$ cat config.mk
export PLATFORM = sky130hd
export DESIGN_NAME = neighbor_write_ctrl_flat
export DESIGN_NICKNAME = d
export VERILOG_FILES = /design/src/rtl/neighbor_write_ctrl_pkg.sv /design/src/rtl/neighbor_write_ctrl_if.sv /design/src/rtl/neighbor_write_ctrl_id_cam.sv /design/src/rtl/neighbor_write_ctrl.sv /design/src/flat_wrapper.sv
export SDC_FILE = /design/constraint.sdc
export NUM_CORES = 1
export LEC_CHECK = 0
export CAP_MARGIN = 20
export CORE_ASPECT_RATIO = 0.9
export CORE_MARGIN = 5
export CORE_UTILIZATION = 33
export CTS_CLUSTER_SIZE = 20
export DETAILED_ROUTE_END_ITERATION = 16
export PLACE_DENSITY = 0.5
export SLEW_MARGIN = 5
export SYNTH_ARGS = -nofsm -noshare
export SYNTH_HDL_FRONTEND = slang
export SYNTH_HIERARCHICAL = 1
export SYNTH_SLANG_ARGS = --single-unit
$ cat constraint.sdc
create_clock -name clk -period 5.1 [get_ports clk]
set_input_delay 1.02 -clock clk [delete_from_list [all_inputs] [get_ports clk]]
set_output_delay 1.02 -clock clk [all_outputs]
set_load 0.005 [all_outputs]
$ cat src/rtl/neighbor_write_ctrl_pkg.sv
// Shared definitions for the neighbour-table write path: packet type codes,
// controller states and the default node identity.
package neighbor_pkg;

    localparam logic [2:0] MEMREQ = 3'd2;
    localparam logic [2:0] DATA   = 3'd3;
    localparam logic [2:0] SOS    = 3'd4;

    localparam logic [15:0] MY_NODE_ID_DEFAULT = 16'h000C;

    typedef enum logic [2:0] {
        IDLE,
        CHECK,
        SCAN,
        WRITE,
        HOLD
    } ctrl_state_e;

    // Only these packet kinds carry neighbour information worth recording.
    function automatic logic is_tracked_type(input logic [2:0] pkt_type);
        return (pkt_type == MEMREQ) || (pkt_type == DATA) || (pkt_type == SOS);
    endfunction

endpackage

$ cat src/rtl/neighbor_write_ctrl_if.sv
// Bundle between the packet parser / neighbour table and the write controller.
// The controller is the slave side; the parser/table environment is the master side.
interface neighbor_write_ctrl_if #(
    parameter int WORD_WIDTH = 16,
    parameter int IDX_W      = 5
);
    logic                  pkt_valid;
    logic                  pkt_ready;
    logic [2:0]            pkt_type;
    logic [WORD_WIDTH-1:0] pkt_src_id;
    logic [WORD_WIDTH-1:0] pkt_hops;
    logic [WORD_WIDTH-1:0] pkt_qvalue;
    logic [WORD_WIDTH-1:0] pkt_energy;
    logic [WORD_WIDTH-1:0] pkt_chosen_ch;
    logic [WORD_WIDTH-1:0] pkt_ch_hops;
    logic [WORD_WIDTH-1:0] my_chosen_ch;
    logic                  hb_reset_in;

    logic                  wr_en;
    logic [WORD_WIDTH-1:0] nodeID;
    logic [WORD_WIDTH-1:0] nodeHops;
    logic [WORD_WIDTH-1:0] nodeQValue;
    logic [WORD_WIDTH-1:0] nodeEnergy;
    logic [WORD_WIDTH-1:0] chosenCH;
    logic [WORD_WIDTH-1:0] nodeCHHops;
    logic [WORD_WIDTH-1:0] neighborCount;
    logic                  HB_reset;
    logic [IDX_W:0]        entry_count;
    logic                  table_full;
    logic                  drop_pulse;

    modport master (
        output pkt_valid, pkt_type, pkt_src_id, pkt_hops, pkt_qvalue, pkt_energy,
               pkt_chosen_ch, pkt_ch_hops, my_chosen_ch, hb_reset_in,
        input  pkt_ready, wr_en, nodeID, nodeHops, nodeQValue, nodeEnergy, chosenCH,
               nodeCHHops, neighborCount, HB_reset, entry_count, table_full, drop_pulse
    );

    modport slave (
        input  pkt_valid, pkt_type, pkt_src_id, pkt_hops, pkt_qvalue, pkt_energy,
               pkt_chosen_ch, pkt_ch_hops, my_chosen_ch, hb_reset_in,
        output pkt_ready, wr_en, nodeID, nodeHops, nodeQValue, nodeEnergy, chosenCH,
               nodeCHHops, neighborCount, HB_reset, entry_count, table_full, drop_pulse
    );

endinterface

$ cat src/rtl/neighbor_write_ctrl_id_cam.sv
// Shadow copy of the neighbour IDs held in the table: an indexed ID store with
// per-slot valid bits, append-at-end and a bulk clear.
module neighbor_id_cam #(
    parameter int WORD_WIDTH  = 16,
    parameter int TABLE_DEPTH = 32,
    parameter int IDX_W       = 5
) (
    input  logic                  clk,
    input  logic                  nrst,
    input  logic [IDX_W-1:0]      rd_idx_i,
    output logic [WORD_WIDTH-1:0] rd_id_o,
    output logic                  rd_valid_o,
    input  logic                  append_i,
    input  logic [WORD_WIDTH-1:0] append_id_i,
    input  logic                  clear_i,
    output logic [IDX_W:0]        count_o
);

    localparam logic [IDX_W:0] DEPTH_C = (IDX_W+1)'(TABLE_DEPTH);

    logic [WORD_WIDTH-1:0]  id_q [TABLE_DEPTH];
    logic [TABLE_DEPTH-1:0] valid_q;
    logic [IDX_W:0]         count_q;
    logic                   append_ok;

    assign append_ok = append_i && !clear_i && (count_q != DEPTH_C);

    always_ff @(posedge clk or negedge nrst) begin
        if (!nrst) begin
            valid_q <= '0;
            count_q <= '0;
        end else if (clear_i) begin
            valid_q <= '0;
            count_q <= '0;
        end else if (append_ok) begin
            valid_q[count_q[IDX_W-1:0]] <= 1'b1;
            count_q                     <= count_q + 1'b1;
        end
    end

    // ID payload needs no reset: a slot is only trusted once its valid bit is set.
    always_ff @(posedge clk) begin
        if (append_ok) begin
            id_q[count_q[IDX_W-1:0]] <= append_id_i;
        end
    end

    assign rd_id_o    = id_q[rd_idx_i];
    assign rd_valid_o = valid_q[rd_idx_i];
    assign count_o    = count_q;

endmodule

$ cat src/rtl/neighbor_write_ctrl.sv
// Neighbour-table write controller: filters overheard packets, resolves the
// slot against the shadow ID list and drives the table's write port.
module neighbor_write_ctrl
    import neighbor_pkg::*;
#(
    parameter int                    WORD_WIDTH  = 16,
    parameter int                    TABLE_DEPTH = 32,
    parameter int                    IDX_W       = 5,
    parameter logic [WORD_WIDTH-1:0] MY_NODE_ID  = MY_NODE_ID_DEFAULT
) (
    input logic                  clk,
    input logic                  nrst,
    neighbor_write_ctrl_if.slave bus_io
);

    localparam logic [IDX_W:0] DEPTH_C = (IDX_W+1)'(TABLE_DEPTH);

    ctrl_state_e           state_q, state_d;
    logic [WORD_WIDTH-1:0] src_q, hops_q, qval_q, energy_q, ch_q, chhops_q;
    logic                  pass_q;
    logic [IDX_W-1:0]      scan_idx_q;
    logic [IDX_W-1:0]      slot_q, slot_d;
    logic                  hb_pend_q, ready_q, wr_en_q, hb_reset_q, drop_q, drop_d;
    logic [WORD_WIDTH-1:0] node_id_q, node_hops_q, node_qval_q, node_energy_q;
    logic [WORD_WIDTH-1:0] node_ch_q, node_chhops_q;

    logic                  transfer, pass_now, hb_req, hb_fire;
    logic                  do_write, cam_append, hit, last_entry;
    logic [WORD_WIDTH-1:0] cam_rd_id;
    logic                  cam_rd_valid;
    logic [IDX_W:0]        cam_count;

    neighbor_id_cam #(
        .WORD_WIDTH (WORD_WIDTH),
        .TABLE_DEPTH(TABLE_DEPTH),
        .IDX_W      (IDX_W)
    ) u_cam (
        .clk        (clk),
        .nrst       (nrst),
        .rd_idx_i   (scan_idx_q),
        .rd_id_o    (cam_rd_id),
        .rd_valid_o (cam_rd_valid),
        .append_i   (cam_append),
        .append_id_i(src_q),
        .clear_i    (hb_fire),
        .count_o    (cam_count)
    );

    assign transfer   = bus_io.pkt_valid && bus_io.pkt_ready;
    assign pass_now   = is_tracked_type(bus_io.pkt_type)
                     && (bus_io.pkt_chosen_ch == bus_io.my_chosen_ch)
                     && (bus_io.my_chosen_ch != '0)
                     && (bus_io.pkt_src_id != MY_NODE_ID);
    assign hb_req     = bus_io.hb_reset_in || hb_pend_q;
    assign hit        = cam_rd_valid && (cam_rd_id == src_q);
    assign last_entry = ({1'b0, scan_idx_q} == (cam_count - 1'b1));

    // A heartbeat reset is only ever issued on an edge that lands in IDLE, so it
    // can never collide with an append into the shadow list.
    always_comb begin
        state_d    = state_q;
        slot_d     = slot_q;
        do_write   = 1'b0;
        cam_append = 1'b0;
        drop_d     = 1'b0;
        case (state_q)
            IDLE: begin
                if (transfer) begin
                    state_d = CHECK;
                    drop_d  = !pass_now;
                end
            end
            CHECK: begin
                if (!pass_q) begin
                    state_d = IDLE;
                end else if (cam_count == '0) begin
                    state_d    = WRITE;
                    do_write   = 1'b1;
                    cam_append = 1'b1;
                    slot_d     = '0;
                end else begin
                    state_d = SCAN;
                end
            end
            SCAN: begin
                if (hit) begin
                    state_d  = WRITE;
                    do_write = 1'b1;
                    slot_d   = scan_idx_q;
                end else if (last_entry) begin
                    if (cam_count == DEPTH_C) begin
                        state_d = IDLE;
                        drop_d  = 1'b1;
                    end else begin
                        state_d    = WRITE;
                        do_write   = 1'b1;
                        cam_append = 1'b1;
                        slot_d     = cam_count[IDX_W-1:0];
                    end
                end
            end
            WRITE:   state_d = HOLD;
            HOLD:    state_d = IDLE;
            default: state_d = IDLE;
        endcase
        hb_fire = hb_req && (state_d == IDLE);
    end

    always_ff @(posedge clk or negedge nrst) begin
        if (!nrst) begin
            state_q       <= IDLE;
            src_q         <= '0;
            hops_q        <= '0;
            qval_q        <= '0;
            energy_q      <= '0;
            ch_q          <= '0;
            chhops_q      <= '0;
            pass_q        <= 1'b0;
            scan_idx_q    <= '0;
            slot_q        <= '0;
            hb_pend_q     <= 1'b0;
            ready_q       <= 1'b0;
            wr_en_q       <= 1'b0;
            hb_reset_q    <= 1'b0;
            drop_q        <= 1'b0;
            node_id_q     <= '0;
            node_hops_q   <= '0;
            node_qval_q   <= '0;
            node_energy_q <= '0;
            node_ch_q     <= '0;
            node_chhops_q <= '0;
        end else begin
            state_q    <= state_d;
            wr_en_q    <= do_write;
            drop_q     <= drop_d;
            hb_reset_q <= hb_fire;
            hb_pend_q  <= hb_req && !hb_fire;
            ready_q    <= (state_d == IDLE) && !hb_fire;
            if (transfer) begin
                src_q    <= bus_io.pkt_src_id;
                hops_q   <= bus_io.pkt_hops;
                qval_q   <= bus_io.pkt_qvalue;
                energy_q <= bus_io.pkt_energy;
                ch_q     <= bus_io.pkt_chosen_ch;
                chhops_q <= bus_io.pkt_ch_hops;
                pass_q   <= pass_now;
            end
            if (state_q == CHECK) begin
                scan_idx_q <= '0;
            end else if (state_q == SCAN) begin
                scan_idx_q <= scan_idx_q + 1'b1;
            end
            // Write data stays frozen through HOLD and beyond, since the table
            // samples it one cycle after the strobe.
            if (do_write) begin
                slot_q        <= slot_d;
                node_id_q     <= src_q;
                node_hops_q   <= hops_q;
                node_qval_q   <= qval_q;
                node_energy_q <= energy_q;
                node_ch_q     <= ch_q;
                node_chhops_q <= chhops_q;
            end
        end
    end

    assign bus_io.pkt_ready     = ready_q && !bus_io.hb_reset_in;
    assign bus_io.wr_en         = wr_en_q;
    assign bus_io.nodeID        = node_id_q;
    assign bus_io.nodeHops      = node_hops_q;
    assign bus_io.nodeQValue    = node_qval_q;
    assign bus_io.nodeEnergy    = node_energy_q;
    assign bus_io.chosenCH      = node_ch_q;
    assign bus_io.nodeCHHops    = node_chhops_q;
    assign bus_io.neighborCount = {{(WORD_WIDTH-IDX_W){1'b0}}, slot_q};
    assign bus_io.HB_reset      = hb_reset_q;
    assign bus_io.entry_count   = cam_count;
    assign bus_io.table_full    = (cam_count == DEPTH_C);
    assign bus_io.drop_pulse    = drop_q;

endmodule
$ cat src/flat_wrapper.sv
// flat-port wrapper written by rule: the top's interface ports become plain ports
module neighbor_write_ctrl_flat import neighbor_pkg::*;
#(
    parameter int                    WORD_WIDTH  = 16,
    parameter int                    TABLE_DEPTH = 32,
    parameter int                    IDX_W       = 5,
    parameter logic [WORD_WIDTH-1:0] MY_NODE_ID  = MY_NODE_ID_DEFAULT
)
  (clk, nrst, bus_io_pkt_valid, bus_io_pkt_type, bus_io_pkt_src_id, bus_io_pkt_hops, bus_io_pkt_qvalue, bus_io_pkt_energy, bus_io_pkt_chosen_ch, bus_io_pkt_ch_hops, bus_io_my_chosen_ch, bus_io_hb_reset_in, bus_io_pkt_ready, bus_io_wr_en, bus_io_nodeID, bus_io_nodeHops, bus_io_nodeQValue, bus_io_nodeEnergy, bus_io_chosenCH, bus_io_nodeCHHops, bus_io_neighborCount, bus_io_HB_reset, bus_io_entry_count, bus_io_table_full, bus_io_drop_pulse);
  neighbor_write_ctrl_if #(.WORD_WIDTH(WORD_WIDTH), .IDX_W(IDX_W)) bus_io_i ();
  input logic clk;
  input logic nrst;
  input wire logic [$bits(bus_io_i.pkt_valid)-1:0] bus_io_pkt_valid;
  input wire logic [$bits(bus_io_i.pkt_type)-1:0] bus_io_pkt_type;
  input wire logic [$bits(bus_io_i.pkt_src_id)-1:0] bus_io_pkt_src_id;
  input wire logic [$bits(bus_io_i.pkt_hops)-1:0] bus_io_pkt_hops;
  input wire logic [$bits(bus_io_i.pkt_qvalue)-1:0] bus_io_pkt_qvalue;
  input wire logic [$bits(bus_io_i.pkt_energy)-1:0] bus_io_pkt_energy;
  input wire logic [$bits(bus_io_i.pkt_chosen_ch)-1:0] bus_io_pkt_chosen_ch;
  input wire logic [$bits(bus_io_i.pkt_ch_hops)-1:0] bus_io_pkt_ch_hops;
  input wire logic [$bits(bus_io_i.my_chosen_ch)-1:0] bus_io_my_chosen_ch;
  input wire logic [$bits(bus_io_i.hb_reset_in)-1:0] bus_io_hb_reset_in;
  output wire logic [$bits(bus_io_i.pkt_ready)-1:0] bus_io_pkt_ready;
  output wire logic [$bits(bus_io_i.wr_en)-1:0] bus_io_wr_en;
  output wire logic [$bits(bus_io_i.nodeID)-1:0] bus_io_nodeID;
  output wire logic [$bits(bus_io_i.nodeHops)-1:0] bus_io_nodeHops;
  output wire logic [$bits(bus_io_i.nodeQValue)-1:0] bus_io_nodeQValue;
  output wire logic [$bits(bus_io_i.nodeEnergy)-1:0] bus_io_nodeEnergy;
  output wire logic [$bits(bus_io_i.chosenCH)-1:0] bus_io_chosenCH;
  output wire logic [$bits(bus_io_i.nodeCHHops)-1:0] bus_io_nodeCHHops;
  output wire logic [$bits(bus_io_i.neighborCount)-1:0] bus_io_neighborCount;
  output wire logic [$bits(bus_io_i.HB_reset)-1:0] bus_io_HB_reset;
  output wire logic [$bits(bus_io_i.entry_count)-1:0] bus_io_entry_count;
  output wire logic [$bits(bus_io_i.table_full)-1:0] bus_io_table_full;
  output wire logic [$bits(bus_io_i.drop_pulse)-1:0] bus_io_drop_pulse;
  assign bus_io_i.pkt_valid = bus_io_pkt_valid;
  assign bus_io_i.pkt_type = bus_io_pkt_type;
  assign bus_io_i.pkt_src_id = bus_io_pkt_src_id;
  assign bus_io_i.pkt_hops = bus_io_pkt_hops;
  assign bus_io_i.pkt_qvalue = bus_io_pkt_qvalue;
  assign bus_io_i.pkt_energy = bus_io_pkt_energy;
  assign bus_io_i.pkt_chosen_ch = bus_io_pkt_chosen_ch;
  assign bus_io_i.pkt_ch_hops = bus_io_pkt_ch_hops;
  assign bus_io_i.my_chosen_ch = bus_io_my_chosen_ch;
  assign bus_io_i.hb_reset_in = bus_io_hb_reset_in;
  assign bus_io_pkt_ready = bus_io_i.pkt_ready;
  assign bus_io_wr_en = bus_io_i.wr_en;
  assign bus_io_nodeID = bus_io_i.nodeID;
  assign bus_io_nodeHops = bus_io_i.nodeHops;
  assign bus_io_nodeQValue = bus_io_i.nodeQValue;
  assign bus_io_nodeEnergy = bus_io_i.nodeEnergy;
  assign bus_io_chosenCH = bus_io_i.chosenCH;
  assign bus_io_nodeCHHops = bus_io_i.nodeCHHops;
  assign bus_io_neighborCount = bus_io_i.neighborCount;
  assign bus_io_HB_reset = bus_io_i.HB_reset;
  assign bus_io_entry_count = bus_io_i.entry_count;
  assign bus_io_table_full = bus_io_i.table_full;
  assign bus_io_drop_pulse = bus_io_i.drop_pulse;
  neighbor_write_ctrl #(.WORD_WIDTH(WORD_WIDTH), .TABLE_DEPTH(TABLE_DEPTH), .IDX_W(IDX_W), .MY_NODE_ID(MY_NODE_ID)) u_core (.clk(clk), .nrst(nrst), .bus_io(bus_io_i));
endmodule
### Word-level counts from Yosys, hierarchy flattened

Memory sizes are Yosys's and may differ from the RTL's.
Cells that the tools add are included.
W data, S select, Z words.

* register bits: 249
* bits in writable memories: 512
* output and inout bits: 123
* word-level logic and storage cells: 110
* memories kept: 1

* add/subtract/negate cells: 3
* magnitude comparators: 3
* eq/ne operators: 16
* mux-type cells: 38
* bitwise logic cells: 1
* reduce and logical (&&, ||, !) cells: 25

Memory list
* u_core.u_cam.id_q: words 32, bits a word 16, rd ports 1, clocked after Yosys merged registers in 0, write ports 1, RTL line neighbor_write_ctrl_id_cam.sv:21 `logic [WORD_WIDTH-1:0] id_q [TABLE_DEPTH];`

Operators by type and width (number)
* $mux W32: 2
* $mux W5: 7
* $eq A16 B16 Y1: 2
* $or A32 B32 Y32: 1
* $ne A16 B4 Y1 const B: 1
* $reduce_bool A16 Y1: 1
* $mux W1: 15
* $eq A3 B2 Y1 const B: 4
* $logic_and A1 B1 Y1: 12
* $lt A5 B6 Y1 const B: 2
* $mux W3: 4
* $mux W6: 2
* $pmux W3 S4: 1
* $pmux W5 S2: 1
* $add A6 B1 Y6 const B: 1
* $eq A5 B6 Y1: 1
* $eq A6 B6 Y1 const B: 1
* $logic_not A3 Y1: 2
* $logic_not A6 Y1: 1
* $ne A6 B6 Y1 const B: 1
* $pmux W1 S2: 3
* $reduce_and A6 Y1: 1
* $sub A6 B1 Y6 const B: 1
* $add A5 B1 Y5 const B: 1
* other kinds (12): 18

### Longest topological paths before layout

Gate-level depths: netlist of the first run.

* depth after elaboration: 12
* depth in mapped cells: 21

### Modules after synthesis

The synthesis of the first run kept the hierarchy.

Modules (own cells, without submodules)
* neighbor_id_cam: instances 1, cells an instance 1309, area an instance 21830.9 um^2, sequential area each 16325.7 um^2
* neighbor_write_ctrl: instances 1, cells an instance 582, area an instance 8871.0 um^2, sequential area each 5280.1 um^2

### Least setup slack after synthesis of the first run

OpenSTA, ideal clock, no wires.

* path type: register to register
* start point: register u_core.scan_idx_q[1]
* end point: memory u_core.u_cam.id_q[3][0], enable pin
* library setup time: 0.430 ns
* arrival time: 4.863 ns
* setup slack: -0.194 ns
* cell stages (with the launch flop): 20
* path buffers: 7
* period minus slack after synthesis: 5.294 ns
* cells stage by stage: dfrtp_1 -> buf_2 -> buf_4 -> buf_4 -> buf_2 -> mux2i_1 -> nand2_1 -> a31oi_1 -> nand3_1 -> xor2_1 -> nor4_1 -> and3_1 -> a31oi_2 -> o21a_1 -> buf_6 -> inv_8 -> buf_8 -> nor4bb_1 -> clkbuf_1 -> nor4_1

* longest elaborated chain between the ends: 12
* elaborated cells between the ends (all ways): 19
* classes of those cells: eq/ne: 2; mux: 10; reduce/logical: 6; memory: 1

RTL lines
* start, declared: RTL line neighbor_write_ctrl.sv:21 `logic [IDX_W-1:0] scan_idx_q;`
* start signal, assigned: RTL line neighbor_write_ctrl.sv:151 `scan_idx_q <= scan_idx_q + 1'b1;`
* $mem_v2 Z32 W16
* via u_core.cam_rd_id[1]: RTL line neighbor_write_ctrl.sv:29 `logic [WORD_WIDTH-1:0] cam_rd_id;`
* $eq A16 B16 Y1: RTL line neighbor_write_ctrl.sv:55 `assign hit = cam_rd_valid && (cam_rd_id == src_q);`
* $logic_and A1 B1 Y1: RTL line neighbor_write_ctrl.sv:55
* $mux W3: RTL line neighbor_write_ctrl.sv:86 `if (hit) begin`
* $pmux W3 S4: RTL line neighbor_write_ctrl.sv:66 `case (state_q)`
* $logic_not A3 Y1: RTL line neighbor_write_ctrl.sv:106 `hb_fire = hb_req && (state_d == IDLE);`
* $logic_and A1 B1 Y1: RTL line neighbor_write_ctrl.sv:106
* via u_core.hb_fire: RTL line neighbor_write_ctrl.sv:27 `logic transfer, pass_now, hb_req, hb_fire;`
* $logic_not A1 Y1: RTL line neighbor_write_ctrl_id_cam.sv:26 `assign append_ok = append_i && !clear_i && (count_q != DEPTH_C);`
* $logic_and A1 B1 Y1 (2 in a row): RTL line neighbor_write_ctrl_id_cam.sv:26
* $mux W1: RTL line neighbor_write_ctrl_id_cam.sv:43 `if (append_ok) begin`
* $mux W1 (implied by the code): RTL line neighbor_write_ctrl_id_cam.sv:44 `id_q[count_q[IDX_W-1:0]] <= append_id_i;`
* end, declared: RTL line neighbor_write_ctrl_id_cam.sv:21

The timed path passes the listed nets, and every way through them passes these cells. The select of a mux whose other input is x is not followed.

### Worst setup path after layout of the first run

* start point: register u_core.scan_idx_q[1]
* end point: memory u_core.u_cam.id_q[20][3], enable pin

Same word-level chain as after synthesis.

==> results of run 1 <==
==> metal layers <==
metal | up-vias | track usage (%) | share of wire, %
met3 | 104 | 4.39 | 6.5
met5 | - | 0 | 0.0084
met1 | 9054 | 22.9 | 45
met4 | 2 | 4.17 | 2.4
li1 | 7869 | - | -
met2 | 535 | 25.8 | 46
==> flip-flops by register name, indices dropped and copies added, names as in the netlist, 3 cells and up <==
register	flops
u_core/bus_io.nodeEnergy	16
u_core/u_cam/count_o	6
u_core/qval_q	16
u_core/src_q	16
u_core/ch_q	16
u_core/u_cam/id_q	512
u_core/state_q	3
u_core/u_cam/valid_q	32
u_core/bus_io.nodeID	16
u_core/bus_io.chosenCH	16
u_core/bus_io.nodeHops	16
u_core/energy_q	16
u_core/chhops_q	16
u_core/hops_q	16
u_core/slot_q	5
u_core/bus_io.nodeQValue	16
u_core/scan_idx_q	5
u_core/bus_io.nodeCHHops	16
==> layout by cell type (no fill, tap or decap), types with 7 or more instances in the layout <==
master and count:
mux2i_1 276, nand3_1 41, clkinv_1 15, nor4_1 11, clkbuf_1 19, ha_1 7
edfxtp_1 512, o22ai_1 25, mux2_2 103, a22o_1 35, inv_1 31, bufinv_16 14
o211ai_1 7, dfrtp_1 248, nor3_1 21, nor2_1 49, buf_12 49, mux2_4 22
conb_1 11, clkinv_2 9, nand2_1 48, a21oi_1 37, clkbuf_16 87, a31oi_1 26
nand4_1 26, buf_4 75, clkdlybuf4s50_1 229, a22oi_1 68, xor2_1 23, xnor2_1 19
o21ai_0 8, mux2_1 68
==> what timing repair did <==
item / 4_1_cts / 5_1_grt
hold buffers: 0 / 0
buffers inserted: 0 / 5
gates resized for setup: 0 / 2
setup endpoints to repair: 0 / 498
==> area by class of cell <==
cell class,instances,area share [%]
tap,1242,4.05
sequential,761,56.3
multi-input combinational,987,21.8
clock inverter,43,1.46
clock buffer,110,6.00
timing repair buffer,354,10.0
inverter,33,0.342
==> worst register-to-register path: cells and delay by family (launching register included) <==
family | cells | cell delay, ns
AO/OA/AOI/OAI | 4 | 0.99
XOR/XNOR | 1 | 0.18
buffers and inverters | 4 | 0.81
flip-flops | 1 | 0.66
multiplexers | 1 | 0.26
AND/OR/NAND/NOR | 7 | 1.62
==> cells by family after synthesis <==
group                    share of synthesized area (%)
AO/OA/AOI/OAI                                     5.03
XOR/XNOR                                          1.20
adder cells (fa/ha/maj)                          0.285
buffers and inverters                             2.78
flip-flops                                        70.4
multiplexers                                      16.3
other                                           0.0122
AND/OR/NAND/NOR                                   3.98
==> power groups by stage <==
| stage | combinational (mW) | clock [mW] | sequential, mW |
|---|---|---|---|
| after floorplan | 0.219 | 0 | 7.33 |
| after global placement | 0.828 | 0 | 7.25 |
| after detailed placement | 0.849 | 0 | 7.26 |
| after CTS | 0.851 | 6.48 | 7.13 |
| after global routing | 0.891 | 6.73 | 7.15 |
| final | 0.814 | 6.31 | 7.13 |
==> stage by stage <==
stage | power (mW) | hold slack (ns) | instance area, sq um | utilization, %
2_1_floorplan | 7.55 | 0.459 | 30700 | -
4_1_cts | 14.5 | 0.483 | 38300 | 41.4
6_report | 14.3 | 0.450 | 38400 | 41.4
5_1_grt | 14.8 | 0.505 | 38400 | 41.4
3_5_place_dp | 8.11 | 0.474 | 35400 | 38.3
3_3_place_gp | 8.08 | 0.465 | 35400 | 38.3
==> worst max-delay path by stage <==
stage	startpoint	to	slack, ns	depth (start not counted)
after global routing	u_core/scan_idx_q[1]$_DFFE_PN0P_	u_core/u_cam/id_q[16][0]$_DFFE_PP_	0.02	18
after detailed placement	u_core/scan_idx_q[2]$_DFFE_PN0P_	u_core/u_cam/id_q[24][5]$_DFFE_PP_	0.07	18
after global placement	u_core/scan_idx_q[1]$_DFFE_PN0P_	u_core/u_cam/id_q[24][5]$_DFFE_PP_	0.06	18
after CTS	u_core/scan_idx_q[2]$_DFFE_PN0P_	u_core/u_cam/id_q[20][3]$_DFFE_PP_	0.03	18
after floorplan	u_core/scan_idx_q[1]$_DFFE_PN0P_	u_core/u_cam/id_q[3][0]$_DFFE_PP_	0.45	19
final	u_core/scan_idx_q[1]$_DFFE_PN0P_	u_core/u_cam/id_q[20][3]$_DFFE_PP_	0.27	17
==> flow_summary_export.csv, run 1 <==
group,metric,value,unit
place,portBuffers,230,
global_route,antenna_found_initial,2,
pwr,power_leakage,13.6,nW
sta,max_freq,207,MHz
worst_setup_path,reg2reg_depth,17,
die,pin_count,242,
clock_tree,clk_latency,0.63,ns
clock_tree,cts_sinks,761,
worst_setup_path,slowest_stage,"dfrtp_4",
finish,drive_above_1_share,17.3,%
sta,hold_viol,0,
finish,multi_input_comb_area,8350,sq um
pwr,p_comb_share,5.7,%
pwr,p_per_area,371,nW/um^2
sta,fin_ws,0.267,ns
finish,area_growth,25.0,%
finish,finalNetCount,2347,
worst_setup_path,crit_fanout,23,
clock_tree,clk_path_buf_depth,3,
clock_tree,numCtsBuffers,84,
worst_setup_path,cp.arrival,5.16,ns
drt,dr.pass1.iters,5,
worst_setup_path,critical_path_class,"flop to flop",
place,place_ws,0.0706,ns
pwr,power.switching,3.08,mW
sta,setup_viol,0,
die,die_area,99200,sq um
place,dpl.cell_count,3372,
logic_synthesis,synthesis.area,30700,sq um
sta,tns,0,ns
logic_synthesis,ys_ff_latch,761,
worst_setup_path,crit_family,"simple AND/OR/NAND/NOR gates",
logic_synthesis,synth.area.top_cells,"edfxtp_1 (50%), dfrtp_1 (20%), mux2i_1 (9.0%), mux2_2 (3.8%), mux2_1 (2.5%)",
logic_synthesis,postSynthAreaPerCell,16.2,sq um
worst_setup_path,r2r-start,"u_core/scan_idx_q[1]$_DFFE_PN0P_",
clock_tree,cts_root_buf,"clkbuf_16",
sta,drv_slew,0,
clock_tree,clk_pin_slew_worst_paths,0.06,ns
sta,period_minus_slack,4.83,ns
global_route,grt_pass1_vias,18400,
pwr,p_int,11.2,mW
logic_synthesis,synth_top_flop_cell,"edfxtp_1",
sta,max_slew_margin,39.4,%
pwr,seqPwrFrac,50.0,%
finish,layout.cells.non_filler,3530,
sta,rsz0062_at_grt,"no",
flow_run,drv_cap,0,
drt,vias,17600,
die,chipWidth,332,microns
drt,wl,83.5,mm
global_route,track_usage,16.5,%
global_route,grt_pass1_wl,125,mm
place,routabilityCongestion,0.870,
drt,drt_iter0_markers,1255,
global_route,overflow,0,
logic_synthesis,synthesis.instances,1891,
worst_setup_path,path_buf_inv,4,
drt,avgRoutedWirePerCell,23.6,microns
die,start_util,33.2,%
logic_synthesis,ys_seq_area_share,70.4,%
worst_setup_path,crit_chain,"buf_12 -> buf_12 -> mux2i_1 -> a22oi_1 -> a31oi_1 -> nand3_1 -> xnor2_1 -> nand3_1 -> nor3_2 -> a31oi_2 -> o21a_2 -> inv_8 -> nor4bb_4 -> nor2_2 -> nand2_2 -> nor2_1 -> buf_12",
clock_tree,htree_num_levels,3,
worst_setup_path,cpMostUsedCell,"buf_12",
logic_synthesis,yosys_warnings,6,
worst_setup_path,crit_required,5.43,ns
die,rows,106,
pwr,peakVddDrop,0.000244,V
pwr,switching_share,21.6,%
finish,fillers,8517,
sta,tightest_slew,0.909,ns
die,coreArea,92600,sq um
sta,fin_crit_sh,94.8,%
drt,drcViolationCount,0,
pwr,clockPowerShare,44.2,%
worst_hold_path,hold_path.class,"primary input to asynchronous set/reset pin",
logic_synthesis,yosysMostFrequentCell,"edfxtp_1",
sta,skew,0.0213,ns
global_route,grt_max_degree,109,
logic_synthesis,synth_common_cells,"edfxtp_1 (512), mux2i_1 (276), dfrtp_1 (249)",
worst_setup_path,critPathCaptureType,"flop",
worst_setup_path,r2r-end,"u_core/u_cam/id_q[20][3]$_DFFE_PP_",
clock_tree,cts_tree,"yes",
finish,num_antenna_cells,0,
status,outcome,"finished, final reports clean",
die,die_h,299,microns
logic_synthesis,async_reset_ff_share,32.7,%
worst_setup_path,reg2reg_slack,0.27,ns
finish,seqCellArea,21600,sq um
drt,ant_nets,0,
worst_setup_path,cp_slowest_stage_delay,0.66,ns
logic_synthesis,synth.top_cell.area_share,50.1,%
drt,vias_per_cell,4.98,
worst_setup_path,start_kind,"flop",
place,hpwl,54.1,mm
logic_synthesis,synth-edff-count,512,
logic_synthesis,yosysUniqueCellTypes,61,
logic_synthesis,synth_top_cell_by_area,"edfxtp_1",
Power figures use the tool's default switching activity.
==> inputs of run 2 (changes only) <==
--- a/config.mk
+++ b/config.mk
@@ -12,6 +12,7 @@
 export CTS_CLUSTER_SIZE = 20
 export DETAILED_ROUTE_END_ITERATION = 16
 export PLACE_DENSITY = 0.5
+export SETUP_SLACK_MARGIN = 0.05
 export SLEW_MARGIN = 5
 export SYNTH_ARGS = -nofsm -noshare
 export SYNTH_HDL_FRONTEND = slang
==> run 2 against run 1 <==
Compared with the run above: utilization barely moved; routed wire length about the same; non-clock buffer count up 1; critical path type unchanged; critical endpoint is now u_core/u_cam/id_q[20][10]$_DFFE_PP_; largest power group unchanged; highest routed layer unchanged.
==> flow_summary_export.csv, run 2 (synthesis results as in run 1) <==
group,metric,value,unit
sta,drv_slew,0,
worst_setup_path,crit_start,"u_core/scan_idx_q[1]$_DFFE_PN0P_",
drt,maxUsedRoutingLayer,"met5",
global_route,grt_pass1_vias,18400,
finish,layout.cells.non_filler,3532,
worst_setup_path,crit_chain,"buf_12 -> buf_4 -> buf_4 -> mux2i_1 -> a22oi_1 -> a31oi_1 -> nand3_1 -> xnor2_1 -> nand3_1 -> nor3_2 -> a31oi_2 -> o21a_2 -> inv_8 -> nor4bb_4 -> nor2_2 -> nand2_2 -> nor2_1 -> buf_12",
global_route,grt_pass1_wl,125,mm
global_route,antenna_found_initial,2,
clock_tree,clk_latency,0.63,ns
clock_tree,cts_sinks,761,
die,coreArea,92600,sq um
clock_tree,clk_pin_slew_worst_paths,0.06,ns
worst_setup_path,critical_path_class,"flop to flop",
sta,rsz0062_at_grt,"no",
worst_setup_path,cp_slowest_stage_delay,0.58,ns
status,outcome,"finished, final reports clean",
worst_hold_path,hold_path.class,"primary input to asynchronous set/reset pin",
finish,final_common_cell,"edfxtp_1",
global_route,grt_max_degree,109,
global_route,track_usage,16.5,%
clock_tree,cts_tree,"yes",
finish,area_growth,25.0,%
sta,max_freq,212,MHz
drt,avgRoutedWirePerCell,23.7,microns
worst_setup_path,start_kind,"flop",
die,rows,106,
place,place_area,35400,sq um
place,portBuffers,230,
sta,hold_viol,0,
drt,vias_per_cell,4.98,
sta,fin_crit_sh,92.7,%
drt,wl_met1,38.1,mm
drt,drcViolationCount,0,
worst_setup_path,critPathCaptureType,"flop",
die,chipWidth,332,microns
worst_setup_path,r2r-start,"u_core/scan_idx_q[1]$_DFFE_PN0P_",
pwr,power_leakage,13.6,nW
clock_tree,numCtsBuffers,84,
place,dpl.cell_count,3372,
pwr,p_per_area,371,nW/um^2
worst_setup_path,crit_family,"simple AND/OR/NAND/NOR gates",
finish,largest_register_ffs,512,
finish,layout_common_cells,"edfxtp_1 (512), mux2i_1 (276), dfrtp_1 (247)",
die,pin_count,242,
drt,ant_nets,0,
flow_run,drv_cap,0,
sta,tns,0,ns
sta,period_minus_slack,4.73,ns
worst_setup_path,crit_fanout,21,
clock_tree,htree_num_levels,3,
global_route,overflow,0,
finish,drive_above_1_share,17.4,%
die,start_util,33.2,%
pwr,power,14.2,mW
finish,finalNetCount,2348,
sta,max_slew_margin,39.1,%
sta,tightest_slew,0.914,ns
pwr,peakVddDrop,0.000244,V
place,routabilityCongestion,0.870,
finish,stdcell_area,38400,sq um
sta,skew,0.0214,ns
sta,setup_viol,0,
drt,dr.pass1.iters,5,
worst_setup_path,cp.arrival,5.05,ns
worst_setup_path,path_buf_inv,5,
drt,wl_met2,38.2,mm
worst_setup_path,crit_required,5.43,ns
die,die_area,99200,sq um
clock_tree,cts_root_buf,"clkbuf_16",
drt,met3_wirelength,5.26,mm
drt,vias,17600,
clock_tree,clk_path_buf_depth,3,
drt,drt_iter0_markers,1164,
die,die_h,299,microns
drt,wl,83.5,mm
worst_setup_path,slowest_stage,"dfrtp_4",
place,hpwl,54.1,mm
## run 2: metal layers
metal	track usage, %	vias up
li1	-	7876
met1	22.9	9066
met2	25.8	530
met3	4.39	104
met4	4.17	2
met5	0	-
## run 2: path summary, 6_finish.rpt
check	to	slack, ns	cells after the start
hold reg to reg	u_core/bus_io.nodeHops[14]$_DFFE_PN0P_	0.48	1
min in group clk	u_core/bus_io.nodeHops[14]$_DFFE_PN0P_	0.48	1
setup reg to reg	u_core/u_cam/id_q[20][10]$_DFFE_PP_	0.37	18
max in group asynchronous	u_core/u_cam/valid_q[18]$_DFFE_PN0P_	3.45	2
hold / removal	u_core/energy_q[3]$_DFFE_PN0P_	0.45	1
setup / recovery	u_core/u_cam/id_q[20][10]$_DFFE_PP_	0.37	18
## run 2: worst register-to-register path, delay by kind of cell (launching register included)
kind	cells	cell delay [ns]
XOR/XNOR	1	0.17
AO/OA/AOI/OAI	4	0.87
multiplexers	1	0.19
AND/OR/NAND/NOR	7	1.62
flip-flops	1	0.58
buffers and inverters	5	0.98
## run 2: power breakdown
group	switching, mW	internal, mW
Clock	2.42	3.88
Sequential	0.121	7.01
Combinational	0.536	0.279
Total	3.08	11.2
## run 2: per-stage QoR
step                      hold slack (ns)  util, %  setup WS (ns)
after global placement              0.465     38.3         0.0614
after detailed placement            0.474     38.3         0.0706
after floorplan                     0.459        -          0.448
after global routing                0.505     41.5          0.141
after CTS                           0.483     41.4          0.260
final                               0.452     41.5          0.374
## run 2: what timing repair did
item,4_1_cts,5_1_grt
hold endpoints to repair,0,0
pin swaps,0,1
endpoints found under the setup margin,95,128
hold buffers,0,0
resized for setup,1,2
setup buffers,0,6
## run 2: cell type report
| class | instances | area, sq um |
|---|---|---|
| well taps | 1242 | 1550 |
| flip-flops and latches | 761 | 21600 |
| multi-input cells | 987 | 8350 |
| clock buffers | 110 | 2300 |
| diodes | 1 | 2.50 |
| clock inverters | 43 | 562 |
| inverters | 33 | 131 |
| fillers | 8513 | 54200 |
| repair buffers | 355 | 3870 |
